**src/rtl/decode_pkg.sv**
```systemverilog
// ---------------------------------------------------------------------------
// decode_pkg
// Shared definitions for the decode stage: RV32 opcode constants, the 4-bit
// ALU operation encoding seen by EX, the immediate-format enum, the bundle of
// control bits carried through ID/EX, and a helper that extracts the 32-bit
// sign-extended immediate for a given format.
// ---------------------------------------------------------------------------
package decode_pkg;

    // Width of every architectural register index field in the instruction.
    localparam int REG_IDX_W = 5;

    // Major opcodes (instr[6:0]) understood by the decoder.
    localparam logic [6:0] OPC_LUI    = 7'b0110111;
    localparam logic [6:0] OPC_AUIPC  = 7'b0010111;
    localparam logic [6:0] OPC_JAL    = 7'b1101111;
    localparam logic [6:0] OPC_JALR   = 7'b1100111;
    localparam logic [6:0] OPC_BRANCH = 7'b1100011;
    localparam logic [6:0] OPC_LOAD   = 7'b0000011;
    localparam logic [6:0] OPC_STORE  = 7'b0100011;
    localparam logic [6:0] OPC_OPIMM  = 7'b0010011;
    localparam logic [6:0] OPC_OP     = 7'b0110011;

    typedef enum logic [3:0] {
        ALU_ADD   = 4'b0000,
        ALU_SUB   = 4'b0001,
        ALU_AND   = 4'b0010,
        ALU_OR    = 4'b0011,
        ALU_XOR   = 4'b0100,
        ALU_SLL   = 4'b0101,
        ALU_SRL   = 4'b0110,
        ALU_SRA   = 4'b0111,
        ALU_SLT   = 4'b1000,
        ALU_SLTU  = 4'b1001,
        ALU_PASSB = 4'b1010
    } alu_op_e;

    // IMM_NONE covers R-type and unknown opcodes: the immediate is zero.
    typedef enum logic [2:0] {
        IMM_NONE,
        IMM_I,
        IMM_S,
        IMM_B,
        IMM_U,
        IMM_J
    } imm_type_e;

    typedef struct packed {
        alu_op_e aluOp;
        logic    aluSrc;
        logic    memRead;
        logic    memWrite;
        logic    memToReg;
        logic    regWrite;
        logic    branch;
        logic    jump;
    } ctrl_t;

    localparam ctrl_t CTRL_NONE = '{aluOp: ALU_ADD, default: 1'b0};

    // ALU op for OP / OP-IMM by funct3; alt selects SUB / SRA.
    function automatic alu_op_e arithOp(input logic [2:0] funct3, input logic alt);
        alu_op_e op;
        case (funct3)
            3'b000:  op = alt ? ALU_SUB : ALU_ADD;
            3'b001:  op = ALU_SLL;
            3'b010:  op = ALU_SLT;
            3'b011:  op = ALU_SLTU;
            3'b100:  op = ALU_XOR;
            3'b101:  op = alt ? ALU_SRA : ALU_SRL;
            3'b110:  op = ALU_OR;
            default: op = ALU_AND;
        endcase
        return op;
    endfunction

    // 32-bit sign-extended immediate; callers widen to XLEN.
    function automatic logic [31:0] buildImm(input logic [31:0] ins, input imm_type_e t);
        logic [31:0] imm;
        case (t)
            IMM_I:   imm = {{20{ins[31]}}, ins[31:20]};
            IMM_S:   imm = {{20{ins[31]}}, ins[31:25], ins[11:7]};
            IMM_B:   imm = {{19{ins[31]}}, ins[31], ins[7], ins[30:25], ins[11:8], 1'b0};
            IMM_U:   imm = {ins[31:12], 12'b0};
            IMM_J:   imm = {{11{ins[31]}}, ins[31], ins[19:12], ins[20], ins[30:21], 1'b0};
            default: imm = '0;
        endcase
        return imm;
    endfunction

endpackage

```
**src/rtl/decode_pipe_regfile.sv**
```systemverilog
// ---------------------------------------------------------------------------
// regfile
// NREGS x XLEN architectural register file: two asynchronous read ports and
// one synchronous write port. x0 always reads zero and ignores writes, as do
// indices beyond NREGS.
// Optional feature: DECODE_WB_BYPASS_EN -- when defined, a read of the
// register being written this cycle returns the write data directly.
// Ports:
//   clk, rst_n          clock, synchronous active-low reset (clears all)
//   i_raddr1/i_raddr2   read indices
//   o_rdata1/o_rdata2   read data
//   i_we/i_waddr/i_wdata write port
// ---------------------------------------------------------------------------
module regfile
    import decode_pkg::*;
#(
    parameter int XLEN  = 32,
    parameter int NREGS = 32
) (
    input  logic                 clk,
    input  logic                 rst_n,
    input  logic [REG_IDX_W-1:0] i_raddr1,
    input  logic [REG_IDX_W-1:0] i_raddr2,
    output logic [XLEN-1:0]      o_rdata1,
    output logic [XLEN-1:0]      o_rdata2,
    input  logic                 i_we,
    input  logic [REG_IDX_W-1:0] i_waddr,
    input  logic [XLEN-1:0]      i_wdata
);

    localparam int AW = $clog2(NREGS);

    logic [XLEN-1:0] r_regs [NREGS];
    logic            w_wrEn;

    assign w_wrEn = i_we && (i_waddr != '0) && (int'(i_waddr) < NREGS);

    // A single read port: zero for x0 and out-of-range indices, otherwise
    // the stored value (or the in-flight write data when bypass is built in).
    function automatic logic [XLEN-1:0] readPort(input logic [REG_IDX_W-1:0] a);
        logic [XLEN-1:0] v;
        if (a == '0 || int'(a) >= NREGS) begin
            v = '0;
        end else begin
            v = r_regs[a[AW-1:0]];
`ifdef DECODE_WB_BYPASS_EN
            if (w_wrEn && (i_waddr == a)) begin
                v = i_wdata;
            end
`endif
        end
        return v;
    endfunction

    // Both read ports are purely combinational so decode sees operands in
    // the same cycle the instruction is presented.
    always_comb begin
        o_rdata1 = readPort(i_raddr1);
        o_rdata2 = readPort(i_raddr2);
    end

    // Reset wipes the whole file and beats any write in the same cycle;
    // otherwise writeback lands whenever enabled, regardless of pipeline
    // stall/flush state.
    always_ff @(posedge clk) begin
        if (!rst_n) begin
            for (int i = 0; i < NREGS; i++) begin
                r_regs[i] <= '0;
            end
        end else if (w_wrEn) begin
            r_regs[i_waddr[AW-1:0]] <= i_wdata;
        end
    end

endmodule

```
**src/rtl/decode_pipe.sv**
```systemverilog
// ---------------------------------------------------------------------------
// decode_pipe
// RV32I/RV32E instruction decode stage with register-file read and the ID/EX
// pipeline register. Detects load-use hazards against the instruction in
// ID/EX and inserts a bubble while IF holds the dependent instruction.
// Optional feature: DECODE_WB_BYPASS_EN (handled inside regfile).
// Ports:
//   clk, rst_n                 clock, synchronous active-low reset
//   i_in_valid, i_instr, i_pc  instruction from IF
//   i_stall                    hold ID/EX
//   i_flush                    kill instruction being decoded
//   i_wb_we/i_wb_rd/i_wb_data  register-file write port
//   o_hazard_stall             combinational load-use stall request to IF
//   o_ex_*                     registered ID/EX contents
// ---------------------------------------------------------------------------
module decode_pipe
    import decode_pkg::*;
#(
    parameter int XLEN  = 32,
    parameter int NREGS = 32
) (
    input  logic            clk,
    input  logic            rst_n,
    input  logic            i_in_valid,
    input  logic [31:0]     i_instr,
    input  logic [XLEN-1:0] i_pc,
    input  logic            i_stall,
    input  logic            i_flush,
    input  logic            i_wb_we,
    input  logic [4:0]      i_wb_rd,
    input  logic [XLEN-1:0] i_wb_data,
    output logic            o_hazard_stall,
    output logic            o_ex_valid,
    output logic [3:0]      o_ex_alu_op,
    output logic            o_ex_alu_src,
    output logic            o_ex_mem_read,
    output logic            o_ex_mem_write,
    output logic            o_ex_mem_to_reg,
    output logic            o_ex_reg_write,
    output logic            o_ex_branch,
    output logic            o_ex_jump,
    output logic            o_ex_illegal,
    output logic [XLEN-1:0] o_ex_rs1_data,
    output logic [XLEN-1:0] o_ex_rs2_data,
    output logic [XLEN-1:0] o_ex_imm,
    output logic [XLEN-1:0] o_ex_pc,
    output logic [4:0]      o_ex_rs1,
    output logic [4:0]      o_ex_rs2,
    output logic [4:0]      o_ex_rd
);

    logic [6:0]      w_opcode;
    logic [2:0]      w_funct3;
    logic [4:0]      w_rs1, w_rs2, w_rd;
    ctrl_t           w_ctrl, w_ctrlFinal;
    imm_type_e       w_immType;
    logic            w_useRs1, w_useRs2, w_useRd;
    logic            w_badOpcode, w_badIndex, w_illegal;
    logic [31:0]     w_imm32;
    logic [XLEN-1:0] w_imm;
    logic [XLEN-1:0] w_rs1Data, w_rs2Data;
    logic            w_hazard, w_bubble;

    ctrl_t           r_exCtrl;
    logic            r_exValid, r_exIllegal;
    logic [XLEN-1:0] r_exRs1Data, r_exRs2Data, r_exImm, r_exPc;
    logic [4:0]      r_exRs1, r_exRs2, r_exRd;

    assign w_opcode = i_instr[6:0];
    assign w_funct3 = i_instr[14:12];
    assign w_rs1    = i_instr[19:15];
    assign w_rs2    = i_instr[24:20];
    assign w_rd     = i_instr[11:7];

    regfile #(.XLEN(XLEN), .NREGS(NREGS)) u_regfile (
        .clk      (clk),
        .rst_n    (rst_n),
        .i_raddr1 (w_rs1),
        .i_raddr2 (w_rs2),
        .o_rdata1 (w_rs1Data),
        .o_rdata2 (w_rs2Data),
        .i_we     (i_wb_we),
        .i_waddr  (i_wb_rd),
        .i_wdata  (i_wb_data)
    );

    // Main decoder: maps the opcode to control bits, the immediate format
    // and which register fields the instruction actually uses. Branches use
    // SUB for equality tests and SLT/SLTU for the ordered compares; jumps
    // and address calculations use ADD with the immediate operand.
    always_comb begin
        w_ctrl      = CTRL_NONE;
        w_immType   = IMM_NONE;
        w_useRs1    = 1'b0;
        w_useRs2    = 1'b0;
        w_useRd     = 1'b0;
        w_badOpcode = 1'b0;
        case (w_opcode)
            OPC_LUI: begin
                w_ctrl.aluOp = ALU_PASSB; w_ctrl.aluSrc = 1'b1; w_ctrl.regWrite = 1'b1;
                w_immType = IMM_U; w_useRd = 1'b1;
            end
            OPC_AUIPC: begin
                w_ctrl.aluSrc = 1'b1; w_ctrl.regWrite = 1'b1;
                w_immType = IMM_U; w_useRd = 1'b1;
            end
            OPC_JAL: begin
                w_ctrl.aluSrc = 1'b1; w_ctrl.jump = 1'b1; w_ctrl.regWrite = 1'b1;
                w_immType = IMM_J; w_useRd = 1'b1;
            end
            OPC_JALR: begin
                w_ctrl.aluSrc = 1'b1; w_ctrl.jump = 1'b1; w_ctrl.regWrite = 1'b1;
                w_immType = IMM_I; w_useRs1 = 1'b1; w_useRd = 1'b1;
            end
            OPC_BRANCH: begin
                w_ctrl.aluOp  = !w_funct3[2] ? ALU_SUB : (w_funct3[1] ? ALU_SLTU : ALU_SLT);
                w_ctrl.branch = 1'b1;
                w_immType = IMM_B; w_useRs1 = 1'b1; w_useRs2 = 1'b1;
            end
            OPC_LOAD: begin
                w_ctrl.aluSrc = 1'b1; w_ctrl.memRead = 1'b1; w_ctrl.memToReg = 1'b1;
                w_ctrl.regWrite = 1'b1;
                w_immType = IMM_I; w_useRs1 = 1'b1; w_useRd = 1'b1;
            end
            OPC_STORE: begin
                w_ctrl.aluSrc = 1'b1; w_ctrl.memWrite = 1'b1;
                w_immType = IMM_S; w_useRs1 = 1'b1; w_useRs2 = 1'b1;
            end
            OPC_OPIMM: begin
                w_ctrl.aluOp = arithOp(w_funct3, (w_funct3 == 3'b101) && i_instr[30]);
                w_ctrl.aluSrc = 1'b1; w_ctrl.regWrite = 1'b1;
                w_immType = IMM_I; w_useRs1 = 1'b1; w_useRd = 1'b1;
            end
            OPC_OP: begin
                w_ctrl.aluOp = arithOp(w_funct3, i_instr[30]);
                w_ctrl.regWrite = 1'b1;
                w_useRs1 = 1'b1; w_useRs2 = 1'b1; w_useRd = 1'b1;
            end
            default: w_badOpcode = 1'b1;
        endcase
    end

    // RV32E only has x0..x15, so any used index with bit 4 set is illegal.
    assign w_badIndex  = (NREGS < 32) &&
                         ((w_useRs1 && w_rs1[4]) || (w_useRs2 && w_rs2[4]) || (w_useRd && w_rd[4]));
    assign w_illegal   = w_badOpcode || w_badIndex;
    assign w_ctrlFinal = w_illegal ? CTRL_NONE : w_ctrl;

    assign w_imm32 = buildImm(i_instr, w_immType);
    assign w_imm   = XLEN'($signed(w_imm32));

    // Load-use: the load in ID/EX cannot forward in time, so the dependent
    // instruction must wait one cycle. Suppressed under stall/flush since
    // those already decide what ID/EX does this edge.
    assign w_hazard = !i_stall && !i_flush && i_in_valid &&
                      r_exValid && r_exCtrl.memRead && (r_exRd != 5'd0) &&
                      ((w_useRs1 && (w_rs1 == r_exRd)) || (w_useRs2 && (w_rs2 == r_exRd)));
    assign o_hazard_stall = w_hazard;

    assign w_bubble = i_flush || (!i_stall && (w_hazard || !i_in_valid));

    // ID/EX register. Reset and bubbles clear everything; a stall holds the
    // current contents; otherwise the freshly decoded instruction is loaded.
    // Illegal instructions still enter with valid set so EX can trap.
    always_ff @(posedge clk) begin
        if (!rst_n || w_bubble) begin
            r_exValid   <= 1'b0;
            r_exCtrl    <= CTRL_NONE;
            r_exIllegal <= 1'b0;
            r_exRs1Data <= '0;
            r_exRs2Data <= '0;
            r_exImm     <= '0;
            r_exPc      <= '0;
            r_exRs1     <= '0;
            r_exRs2     <= '0;
            r_exRd      <= '0;
        end else if (!i_stall) begin
            r_exValid   <= 1'b1;
            r_exCtrl    <= w_ctrlFinal;
            r_exIllegal <= w_illegal;
            r_exRs1Data <= w_rs1Data;
            r_exRs2Data <= w_rs2Data;
            r_exImm     <= w_imm;
            r_exPc      <= i_pc;
            r_exRs1     <= w_rs1;
            r_exRs2     <= w_rs2;
            r_exRd      <= w_rd;
        end
    end

    assign o_ex_valid      = r_exValid;
    assign o_ex_alu_op     = r_exCtrl.aluOp;
    assign o_ex_alu_src    = r_exCtrl.aluSrc;
    assign o_ex_mem_read   = r_exCtrl.memRead;
    assign o_ex_mem_write  = r_exCtrl.memWrite;
    assign o_ex_mem_to_reg = r_exCtrl.memToReg;
    assign o_ex_reg_write  = r_exCtrl.regWrite;
    assign o_ex_branch     = r_exCtrl.branch;
    assign o_ex_jump       = r_exCtrl.jump;
    assign o_ex_illegal    = r_exIllegal;
    assign o_ex_rs1_data   = r_exRs1Data;
    assign o_ex_rs2_data   = r_exRs2Data;
    assign o_ex_imm        = r_exImm;
    assign o_ex_pc         = r_exPc;
    assign o_ex_rs1        = r_exRs1;
    assign o_ex_rs2        = r_exRs2;
    assign o_ex_rd         = r_exRd;

endmodule

```
**config.mk**
```make
export PLATFORM = sky130hd
export DESIGN_NAME = decode_pipe
export DESIGN_NICKNAME = d
export VERILOG_FILES = /design/src/rtl/decode_pkg.sv /design/src/rtl/decode_pipe_regfile.sv /design/src/rtl/decode_pipe.sv
export SDC_FILE = /design/constraint.sdc
export NUM_CORES = 2
export LEC_CHECK = 0
export CORE_MARGIN = 5
export CORE_UTILIZATION = 30
export DETAILED_ROUTE_END_ITERATION = 10
export GPL_ROUTABILITY_DRIVEN = 1
export GPL_TIMING_DRIVEN = 0
export PLACE_DENSITY = 0.52
export SLEW_MARGIN = 40
export SYNTH_ARGS = -nofsm -noshare
export SYNTH_HDL_FRONTEND = slang
export SYNTH_SLANG_ARGS = --single-unit
```
**constraint.sdc**
```tcl
create_clock -name clk -period 4.5 [get_ports clk]
set_input_delay 0.45 -clock clk [delete_from_list [all_inputs] [get_ports clk]]
set_output_delay 0.45 -clock clk [all_outputs]
set_load 0.02 [all_outputs]
```
==> impl_metrics.tcl <==
set metrics [dict create \
    die_height_um 463.9 \
    finalWirelength_um 283700 \
    worst-slew-pin-transition_ns 0.9864 \
    synth_warnings 0 \
    gp_congestion 0.9828 \
    postRouteAntennaNets 0 \
    fin_area_mm2 0.07465 \
    report.final.setup_viol 0 \
    hold_viol 0 \
    final.setup_skew_ns 0.04444 \
    initial_antenna_violation_count 11 \
    critPathLaunchType "flip-flop" \
    cellLeakagePower_uw 0.02643 \
    floorplan.die_area_mm2 0.2152 \
    fmax_ghz 0.2328 \
    place_worst_setup_slack_ns -0.1850 \
    core_area_mm2 0.2048 \
    top_level_ports 264 \
    slew_headroom_pct 34.24 \
    hp-start "i_pc[15]" \
    grt_use_met2_pct 38.86 \
    max-cap-violations 0 \
    layout-area-overhead-vs-synth_pct 20.75 \
    drive_above_1_share_pct 19.26 \
    num_rows 166 \
    yosys-top-cells-count "1024 x edfxtp_1, 1003 x and2_1, 449 x mux2i_1, 327 x mux4_2, 287 x clkbuf_1" \
    detailed_place.area_mm2 0.07022 \
    via_count_of_the_first_global_routing_pass 44350 \
    gr-usage-all-layers_pct 25.52 \
    chipWidth_um 463.9 \
    design_power_total_uw 27640 \
    clk_latency_ns 0.83 \
    setup_slack_ns 0.2052 \
    grt_start_max_net_pins 24 \
    postSynthRegisterBits 1179 \
    syn_area_per_cell_um2 13.38 \
    tns_ns 0 \
    postCtsResizedCells 0 \
    synth.top_cells.by_area "edfxtp_1 50%, mux4_2 12%, and2_1 10%" \
    power.combinational.fraction_pct 13.4 \
    ctsHtreeMaxLevel 4 \
    grt_pass1_wl_um 378000 \
    synth_ff_type "edfxtp_1" \
    dr.first_iter.drc_count 6367 \
    whs_endpoint "o_ex_pc[15]" \
    drt_pass1_iterations 8 \
    clock_power_share_pct 40.6 \
    holdBufCountCts 0 \
    synthCells 4621 \
    regToRegSetupSlack_ns 1.60 \
    buffer_ports.inserted 257 \
    critical_path.max_fanout 10 \
    vias 45290 \
    final-max-slew-violation-count 0 \
    fin_worst_hold_slack_ns 0.2474 \
    groute.layer.met3.usage_pct 6.222 \
    peakVddDrop_mv 0.3337 \
    nNetsFinal 5253 \
    crit-reg2reg-launch "o_ex_rd[3]" \
    cell_internal_pwr_uw 20100 \
    top_usage_layer "met2" \
    power.share.switching_pct 27.25 \
    critical_path_required_ns 4.05 \
    finalCritPeriodShare_pct 95.44 \
    synth-edff-count 1024 \
    synth.largest_area_cell "edfxtp_1" \
    dpl.hpwl_um 210200 \
    sort_of_element_at_the_end_of_the_critical_path "output pin" \
    clock_sink_count 1179 \
    synth.top_cell.area_share_pct 49.74 \
    crit_start "o_ex_rd[3]" \
    cts-buffers-inserted 137 \
    min-delay-path-class "in2reg" \
    outcome "finished, final reports clean" \
    clock_tree_from_tritoncts "built" \
    grt_setup_unrepaired "false" \
    synth_sequential_area_ratio_pct 54.76 \
    global_route.usage.met1_pct 32.27 \
    worstHoldPathCells 3 \
    power_density_mw_per_mm2 370.2 \
    wire_per_inst_um 35.66 \
    power.sequential.fraction_pct 46.1 \
    post-cts-setup-buffer-count 0 \
    r2r_cells 7 \
    initial_utilization_pct 30.19 \
    r2r-end "o_ex_rs1_data[0]" \
    async_set_reset_flop_share_out_of_synthesis_pct 0 \
    period_needed_ns 4.295 \
    globalRoute.totalOverflow 0 \
    cp_data_arrival_time_ns 3.84 \
    synth_cell_types 66 \
    post_drt_via_cell_ratio 5.691 \
    yosysMostFrequentCell "edfxtp_1" \
    max-clock-path-buffers 3 \
    cts_root_buf "clkbuf_16" \
    cts.reportedPaths.clkPinSlew_ns 0.06 \
    total_switching_power_uw 7532 \
    syn_area_mm2 0.06182 \
    drcViolationCount 0 \
    critPathKind "reg2out" \
]
==> cell families after synthesis <==
logic type,count (synthesis),share of synthesized area [%]
DFF,1179,54.76
buffers and inverters,503,4.026
other,1,0.006066
AOI/OAI and AO/OA,645,7.533
muxes,809,19.78
xor gates and xnor gates,10,0.1417
and+or+nand+nor,1474,13.75
==> metrics by stage <==
step,util [%],instances
after floorplan,-,4652
after detailed placement,34.29,7695
after CTS,36.43,7948
final,36.45,7957
after global placement,33.14,7597
after global routing,36.44,7950
==> critical path, stage by stage (launching register included) <==
cell             delay, ns
dfxtp_1               0.52
xor2_1                0.11
nor4_1                0.38
nand4_1               0.17
a21oi_1               0.22
buf_2                 0.59
buf_2                 0.38
clkdlybuf4s50_1       0.66
==> flip-flops by register name, indices dropped and copies added, names as in the netlist <==
signal and count:
o_ex_mem_write 1, u_regfile.r_regs 1024, o_ex_branch 1, o_ex_alu_op 4, o_ex_reg_write 1, o_ex_rs2 5
o_ex_rd 5, o_ex_rs1_data 32, o_ex_rs1 5, o_ex_valid 1, o_ex_illegal 1, o_ex_imm 32
o_ex_mem_read 1, o_ex_rs2_data 32, o_ex_alu_src 1, o_ex_pc 32, o_ex_jump 1
==> worst max path at each step <==
stage,to,cells past startpoint,slack (ns)
4_1_cts,o_hazard_stall,7,0.18
3_5_place_dp,u_regfile.r_regs[1][7],7,-0.19
2_1_floorplan,u_regfile.r_regs[24][0],4,0.67
3_3_place_gp,u_regfile.r_regs[3][20],5,-5.21
6_report,o_hazard_stall,7,0.21
5_1_grt,o_hazard_stall,7,0.12
==> per-layer routing <==
| layer | part of all wire (%) | up-vias |
|---|---|---|
| li1 | - | 18510 |
| met3 | 10 | 617 |
| met2 | 44 | 2884 |
| met4 | 8.0 | 2 |
| met1 | 38 | 23270 |
| met5 | 0.0046 | - |
==> cell usage in the layout (no fill, tap or decap), types with 16 or more instances in the layout <==
cell / count
o31ai_1: 21
clkbuf_8: 17
o21ai_0: 59
o21ai_1: 34
a21o_1: 29
nor3_1: 93
clkinv_1: 21
buf_16: 20
clkbuf_16: 142
buf_4: 40
clkbuf_2: 58
buf_2: 114
o22ai_1: 132
a211oi_2: 23
nor2_1: 96
edfxtp_1: 1024
o211ai_1: 26
and2_1: 1003
clkdlybuf4s50_1: 257
clkinv_2: 16
mux4_2: 327
o31ai_2: 35
conb_1: 32
clkbuf_1: 271
buf_6: 35
mux2_2: 33
dfxtp_1: 155
nor3b_1: 37
o21ai_4: 31
inv_1: 20
a211oi_1: 71
a21oi_1: 18
mux2i_1: 449
buf_8: 78
nand2_1: 177
a22o_1: 115
==> power by group through the flow <==
stage	Clock, uW	Combinational (uW)	Sequential, uW
after detailed placement	0	3620	13000
after global placement	0	3360	13000
after global routing	11700	3750	12800
final	11200	3700	12700
after CTS	11200	3630	12700
after floorplan	0	1840	12900
==> cell type report <==
cell class | count | area [um2]
Fill cell | 19820 | 130100
Timing Repair Buffer | 355 | 4275
Clock inverter | 53 | 450.4
Tap cell | 2688 | 3363
Buffer | 482 | 2489
Clock buffer | 200 | 3941
Antenna cell | 9 | 22.52
Sequential cell | 1179 | 33850
Inverter | 21 | 83.83
Multi-Input combinational cell | 2970 | 26170
Power figures use the tool's default switching activity.
